### config.mk
export PLATFORM = sky130hd
export DESIGN_NAME = div_unit
export DESIGN_NICKNAME = d
export VERILOG_FILES = /design/src/rtl/div_unit.sv
export SDC_FILE = /design/constraint.sdc
export NUM_CORES = 1
export LEC_CHECK = 0
export CAP_MARGIN = 40
export CELL_PAD_IN_SITES_DETAIL_PLACEMENT = 1
export CELL_PAD_IN_SITES_GLOBAL_PLACEMENT = 2
export CORE_MARGIN = 10
export CORE_UTILIZATION = 34
export CTS_CLUSTER_DIAMETER = 150
export DETAILED_ROUTE_END_ITERATION = 7
export PLACE_DENSITY_LB_ADDON = 0.1
export SYNTH_ARGS = -nofsm -noshare
export SYNTH_HDL_FRONTEND = slang
export SYNTH_SLANG_ARGS = --single-unit
### constraint.sdc
create_clock -name clk -period 8.2 [get_ports clk]
set_input_delay 2.46 -clock clk [delete_from_list [all_inputs] [get_ports clk]]
set_output_delay 2.46 -clock clk [all_outputs]
set_load 0.05 [all_outputs]
### src/rtl/div_unit.sv
// Radix-2 restoring divider for RV32M DIV/DIVU/REM/REMU.
// Stalls the pipeline through hold_flag_o until the result pulses out.
module div_unit #(
  parameter int XLEN = 32
) (
  input  logic            clk,
  input  logic            rst,
  input  logic            start_i,
  input  logic [2:0]      op_i,
  input  logic [XLEN-1:0] dividend_i,
  input  logic [XLEN-1:0] divisor_i,
  input  logic [4:0]      reg_waddr_i,
  output logic [XLEN-1:0] result_o,
  output logic            ready_o,
  output logic [4:0]      reg_waddr_o,
  output logic            hold_flag_o
);

  localparam int CW = $clog2(XLEN);
  localparam logic HoldEnable  = 1'b1;
  localparam logic HoldDisable = 1'b0;

  typedef enum logic [1:0] {
    IDLE,
    CALC,
    DONE
  } state_e;

  state_e          state_q, state_d;
  logic [XLEN-1:0] rem_q, rem_d;
  logic [XLEN-1:0] quot_q, quot_d;
  logic [XLEN-1:0] dvsr_q, dvsr_d;
  logic [XLEN-1:0] result_q, result_d;
  logic [4:0]      waddr_q, waddr_d;
  logic [CW-1:0]   cnt_q, cnt_d;
  logic            isrem_q, isrem_d;
  logic            negq_q, negq_d;
  logic            negr_q, negr_d;

  logic            go;
  logic            sgn_op;
  logic            a_neg, b_neg;
  logic [XLEN-1:0] a_mag, b_mag;
  logic            div_zero, ovf;
  logic [XLEN:0]   rem_sh, diff;
  logic            sub_ok;
  logic [XLEN-1:0] rem_nx, quot_nx;
  logic [XLEN-1:0] q_fin, r_fin;

  // op_i[2] marks the divide group of funct3
  assign go     = start_i & op_i[2];
  assign sgn_op = ~op_i[0];
  assign a_neg  = sgn_op & dividend_i[XLEN-1];
  assign b_neg  = sgn_op & divisor_i[XLEN-1];
  assign a_mag  = a_neg ? -dividend_i : dividend_i;
  assign b_mag  = b_neg ? -divisor_i : divisor_i;

  assign div_zero = (divisor_i == '0);
  assign ovf = sgn_op
             & (dividend_i == {1'b1, {(XLEN-1){1'b0}}})
             & (divisor_i == '1);

  assign rem_sh  = {rem_q, quot_q[XLEN-1]};
  assign diff    = rem_sh - {1'b0, dvsr_q};
  assign sub_ok  = ~diff[XLEN];
  assign rem_nx  = sub_ok ? diff[XLEN-1:0] : rem_sh[XLEN-1:0];
  assign quot_nx = {quot_q[XLEN-2:0], sub_ok};

  assign q_fin = negq_q ? -quot_nx : quot_nx;
  assign r_fin = negr_q ? -rem_nx : rem_nx;

  always_comb begin
    state_d     = state_q;
    rem_d       = rem_q;
    quot_d      = quot_q;
    dvsr_d      = dvsr_q;
    result_d    = result_q;
    waddr_d     = waddr_q;
    cnt_d       = cnt_q;
    isrem_d     = isrem_q;
    negq_d      = negq_q;
    negr_d      = negr_q;
    hold_flag_o = HoldDisable;
    unique case (state_q)
      IDLE: begin
        if (go) begin
          hold_flag_o = HoldEnable;
          isrem_d     = op_i[1];
          waddr_d     = reg_waddr_i;
          rem_d       = '0;
          quot_d      = a_mag;
          dvsr_d      = b_mag;
          negq_d      = a_neg ^ b_neg;
          negr_d      = a_neg;
          cnt_d       = '0;
          if (div_zero) begin
            result_d = op_i[1] ? dividend_i : '1;
            state_d  = DONE;
          end else if (ovf) begin
            result_d = op_i[1] ? '0 : {1'b1, {(XLEN-1){1'b0}}};
            state_d  = DONE;
          end else begin
            state_d = CALC;
          end
        end
      end
      CALC: begin
        hold_flag_o = HoldEnable;
        rem_d       = rem_nx;
        quot_d      = quot_nx;
        cnt_d       = cnt_q + 1'b1;
        if (cnt_q == CW'(XLEN-1)) begin
          result_d = isrem_q ? r_fin : q_fin;
          state_d  = DONE;
        end
      end
      DONE: begin
        state_d = IDLE;
      end
      default: begin
        state_d = IDLE;
      end
    endcase
  end

  always_ff @(posedge clk) begin
    if (rst) begin
      state_q  <= IDLE;
      rem_q    <= '0;
      quot_q   <= '0;
      dvsr_q   <= '0;
      result_q <= '0;
      waddr_q  <= '0;
      cnt_q    <= '0;
      isrem_q  <= 1'b0;
      negq_q   <= 1'b0;
      negr_q   <= 1'b0;
    end else begin
      state_q  <= state_d;
      rem_q    <= rem_d;
      quot_q   <= quot_d;
      dvsr_q   <= dvsr_d;
      result_q <= result_d;
      waddr_q  <= waddr_d;
      cnt_q    <= cnt_d;
      isrem_q  <= isrem_d;
      negq_q   <= negq_d;
      negr_q   <= negr_d;
    end
  end

  assign result_o    = result_q;
  assign ready_o     = (state_q == DONE);
  assign reg_waddr_o = waddr_q;

endmodule

-- After elaboration in Yosys (flattened, before gate mapping)
Cells that the tools add are included.
- register bits: 143
- input bits: 75
- output and inout bits: 39
- eq/ne operators: 8
- bitwise gates (word level): 8
- muxes and demuxes: 26
- reductions and logical operators: 7
- add/sub/neg operators: 6
- operators by type and width (kind ; number):
    $mux W32 ; 14
    $pmux W32 S2 ; 3
    $neg A32 Y32 ; 4
    $eq A32 B32 Y1 const B ; 2
    $sub A33 B32 Y33 ; 1
    $logic_not A32 Y1 ; 1
    $pmux W5 S2 ; 1
    $mux W2 ; 4
    $reduce_and A2 Y1 ; 3
    $add A5 B1 Y5 const B ; 1
    $and A1 B1 Y1 ; 5
    $eq A5 B5 Y1 const B ; 1
    $mux W5 ; 1
    $ne A2 B2 Y1 const B ; 2
    $pmux W2 S2 ; 1
    $reduce_and A4 Y1 ; 1
    $ne A3 B3 Y1 const B ; 1
    $eq A2 B1 Y1 const B ; 1
    $eq A2 B2 Y1 const B ; 1
    $logic_not A2 Y1 ; 1
    $not A1 Y1 ; 2
    $pmux W1 S2 ; 1
    $reduce_bool A2 Y1 ; 1
    $mux W1 ; 1
    $xor A1 B1 Y1 ; 1

-- Depth between registers and ports, before layout
- depth in word-level cells: 7
- mapped depth: 27
- depth with buffers taken out: 23

-- Worst setup path before layout
No wires, ideal clock.
- kind: in2out
- from: in start_i
- to: out hold_flag_o
- stages: 5
- slack: 2.295 ns
- data required time: 5.740 ns
- arrival: 3.445 ns
- buffers on the path: 2
- cell sequence: and3_1 clkbuf_1 nor2_1 clkbuf_1 inv_1
- cells in the longest elaborated chain, start to end: 3
- RTL lines (element ; line ; RTL):
    start: declaration ; 8 ; input logic start_i,
    $and A1 B1 Y1 ; 51 ; assign go = start_i & op_i[2];
    $mux W1 ; 86 ; if (go) begin
    $pmux W1 S2 ; 84 ; unique case (state_q)
    end: declaration ; 16 ; output logic hold_flag_o
Every way passes these cells.

-- Final worst setup path
Same ends and word-level chain as after synthesis.

==> run summary <==
Measured along the y axis, the die boundary spans 206 um. Sequential cells were found to cover 24.3% of the synthesized design area. The worst-case IR drop observed on VDD is 0.000268 V. In this design, the largest share of critical-path delay is due to buffers and inverters. By area the synthesized netlist is led by dfxtp_1 (24%), nor2_1 (6.6%), a21oi_1 (6.6%). Once the floorplan was initialized, standard cells occupied 34.2% of the core. Mean post-synth cell area: 7.26 sq um. For the maximum clock frequency, the log shows 0.147 GHz. Worst setup path category: in2out. The area of the placeable core was 34400 sq um. The via count of the first global-routing pass is 12300.

After synthesis the netlist holds a flip-flop and latch count of 143. TritonCTS built the clock tree. After layout, the worst setup slack is 1.40 ns.

The run gives 0.857 as the last weighted congestion value of the routability-driven placer. The run gives 1.40 ns as the worst-case setup slack after placement. The worst hold path begins at dvsr_q[26]. The origin of the critical flop-to-flop path was quot_q[31]. For the worst-skew pair, the clock arrives at the later sink with an insertion delay of 0.46 ns. For the number of top-level pins, the log shows 114. Using the TritonRoute via totals, the vias-per-cell ratio works out to 5.77. The total wirelength of the detailed-routed design was 47800 um. The worst min-delay path category was reg2reg.

In the finished design, the share of the clock period the worst path needs comes to 82.9%. Across the run, the number of max-cap violations was 0. The number of distinct library cells after synthesis is 84.

Among the stages of the critical path, the cell type that occurs most often is clkdlybuf4s50_1. The number of placed instances with taps included was 2106; the number of enable flip-flop cells after synthesis was 0. The number of antenna violations at the first check in global routing is 2, and the number of buffers added to fix hold violations after cts is 0.

Entering global routing, the biggest net connects 77 pins. The run gives 12300 as the total via count in the routed design. The total routing usage reported by global routing was 22.2%. Counting I/O delays and the setup requirement, the final critical path takes 6.80 ns. The finished layout holds 2138 standard cells, fillers aside.

The run gives 14.9% as the sequential fraction of design power. Setup repair after global routing left no endpoint under its margin. The launching element type of the critical path was an input pin. The total inserted antenna cells is 0, and the wire length per cell after detailed routing is 22.4 um. The switching power was 3.30 mW. In this run the clock root is driven by a clkbuf_16. The commonest cells after synthesis are nor2_1 (208), a21oi_1 (154), nand2_1 (153).

Of the cells placed in the final design, the portion with a size suffix greater than 1 is 6.06%. The synthesized instance count is 1619. In this run the core area contains 68 standard-cell rows. The path with the worst hold slack has its endpoint at dvsr_q[26].

Counting flops with an async set or reset pin after synthesis yields a share of 0%. The logs give 0.0150 ns for the clock skew and 73600 um for the first-pass GRT wire length. nor2_1 is the most common cell in the netlist. The area growth from synthesis to layout was 17.8%; the clock-pin slew of the registers on the worst-case setup and hold paths was 0.06 ns. Among all flip-flop cells after synthesis, the most frequent one is dfxtp_1. During synthesis, Yosys emitted a total of 0 warnings.

The switching power as a share of total power was 54.3%; the total power of the final layout was 6.08 mW. For the quantity of gates resized following cts, the log shows 0. Critical register-to-register path endpoint: result_o[24]. Of all cell types, the one taking the most synthesized area is dfxtp_1.

The number of I/O port buffers was 113. In this run the static leakage power is 5.02 nW. The total global routing overflow is 0, and the number of CTS-inserted buffers is 17.

The clock network fraction of total power was 13.7%; the cell area after synthesis was 11800 sq um. In the routed design, unresolved DRC markers number 0. The net count of the finished layout was 1785; the cell count of the worst hold path was 2.

The placed wire-length estimate after detailed placement is 36800 um. Endpoint class of the critical path: an output port. The horizontal die dimension was 206 um. The clock tree synthesis step divided the H-tree into 4 levels.

The transition time at the pin with the least slew margin came out at 0.863 ns. The area share of the largest cell type after synthesis is 24.3%, and the number of DRC violations after detailed-routing iteration 0 is 757. The number of hold violations in the final report is 0, and the count of buffer and inverter cells on the critical path is 3. For the final-report max-slew violation count, the log shows 0. The pre-antenna-repair detailed-routing pass consisted of 5 iterations. The number of nets handed over by synthesis was 1734.

Setup violations remaining at the end of the flow were counted as 0. Traced cell by cell, the critical path runs through clkdlybuf4s50_1 -> and3_4 -> nor2_4 -> inv_1 -> clkdlybuf4s50_1. For the part of the total power dissipated in combinational logic, the log shows 71.3%. The run finished with clean final reports.

Buffers added to address setup during post-CTS repair amount to 0. The worst register-to-register path has a depth of 23. For flop-to-flop paths, the worst setup slack is 2.17 ns.

The data arrival at the endpoint of the critical path is 4.34 ns. Counting along the longest clock path gives a buffer depth of 2. The cell internal power dissipation is 2.78 mW, and the die area is 42400 sq um.

The tools report the worst slew slack as a fraction of its limit as 42.4%. The clock drives 143 sinks. In this run the remaining antenna-violating nets after routing total 0.

Along the worst path, the maximum fanout reaches 23. On the worst path, the slowest cell contributes a delay of 0.82 ns. Adding up every negative setup slack in the final design gives 0 ns. The worst path required time was 5.74 ns; the power density over the cells was 439 nW/um^2.

Measured on the finished design, the core utilization comes to 40.3%. The largest individual stage delay along the critical path comes from the cell clkdlybuf4s50_1.
[worst min-delay path: stages (launching register included)]
cell,delay [ns]
dfxtp_1,0.31
nand2_1,0.05
a21oi_1,0.05
[metrics by stage]
step | hold slack (ns) | cell area, sq um
detailed placement | 0.450 | 13200
CTS | 0.459 | 13800
floorplan | 0.432 | 11800
global placement | 0.441 | 13200
global route | 0.487 | 13800
finish | 0.456 | 13800
[worst max path at each step]
stage | slack, ns | cells past startpoint | start | endpoint
final | 1.40 | 5 | start_i | hold_flag_o
after floorplan | 2.29 | 5 | start_i | hold_flag_o
after global routing | 1.31 | 5 | op_i[2] | hold_flag_o
after detailed placement | 1.40 | 5 | start_i | hold_flag_o
after global placement | 1.40 | 5 | start_i | hold_flag_o
after CTS | 1.39 | 5 | op_i[2] | hold_flag_o
[per-layer routing]
layer / up-vias / GRT usage [%] / share of wire [%]
met3: 49 / 3.40 / 4.0
met2: 207 / 35.2 / 46
met4: 4 / 6.57 / 2.0
met5: - / 0 / 0.056
li1: 6006 / - / -
met1: 6069 / 30.3 / 48
[area by class of cell]
cell class | instances | area, sq um
Clock buffer | 19 | 443
Clock inverter | 13 | 163
Fill cell | 4277 | 20500
Inverter | 59 | 221
Multi-Input combinational cell | 1312 | 8260
Sequential cell | 143 | 2860
Tap cell | 455 | 569
Timing Repair Buffer | 137 | 1320
[power groups by stage]
stage	clock network, mW	logic [mW]	registers, mW
final	0.835	4.34	0.909
after global routing	0.882	4.74	0.918
after CTS	0.852	4.31	0.907
after detailed placement	0	4.27	0.921
after global placement	0	4.25	0.919
after floorplan	0	3.05	0.897
[sequential cells by signal (all words and copies together) (netlist names)]
signal	flops
cnt_q	5
dvsr_q	32
isrem_q	1
negq_q	1
negr_q	1
quot_q	32
reg_waddr_o	5
rem_q	32
result_o	32
state_q	2
[cell usage in the layout (no fill, tap or decap), drive strengths merged, types with 14 or more instances in the layout]
cell type / instances
nand3: 28
clkbuf: 19
inv: 59
nor4: 21
clkdlybuf4s50: 112
nand2: 153
nor2: 208
and2: 15
o31ai: 18
nand4: 17
o21ai: 95
dfxtp: 143
or3: 29
a21oi: 159
a211oi: 38
mux2i: 27
a21boi: 14
nor3: 43
xnor2: 65
buf: 24
ha: 39
o211ai: 14
a22oi: 51
xor2: 59
[kinds of logic after synthesis]
family | after synthesis | share of synthesized area (%)
compound gates | 514 | 29.1
xor+xnor | 124 | 9.24
fa+ha+maj | 40 | 4.32
buf+inv | 164 | 5.62
flops | 143 | 24.3
mux | 35 | 3.06
simple gates | 599 | 24.3
Note: power is estimated with default switching activity, not from simulation.
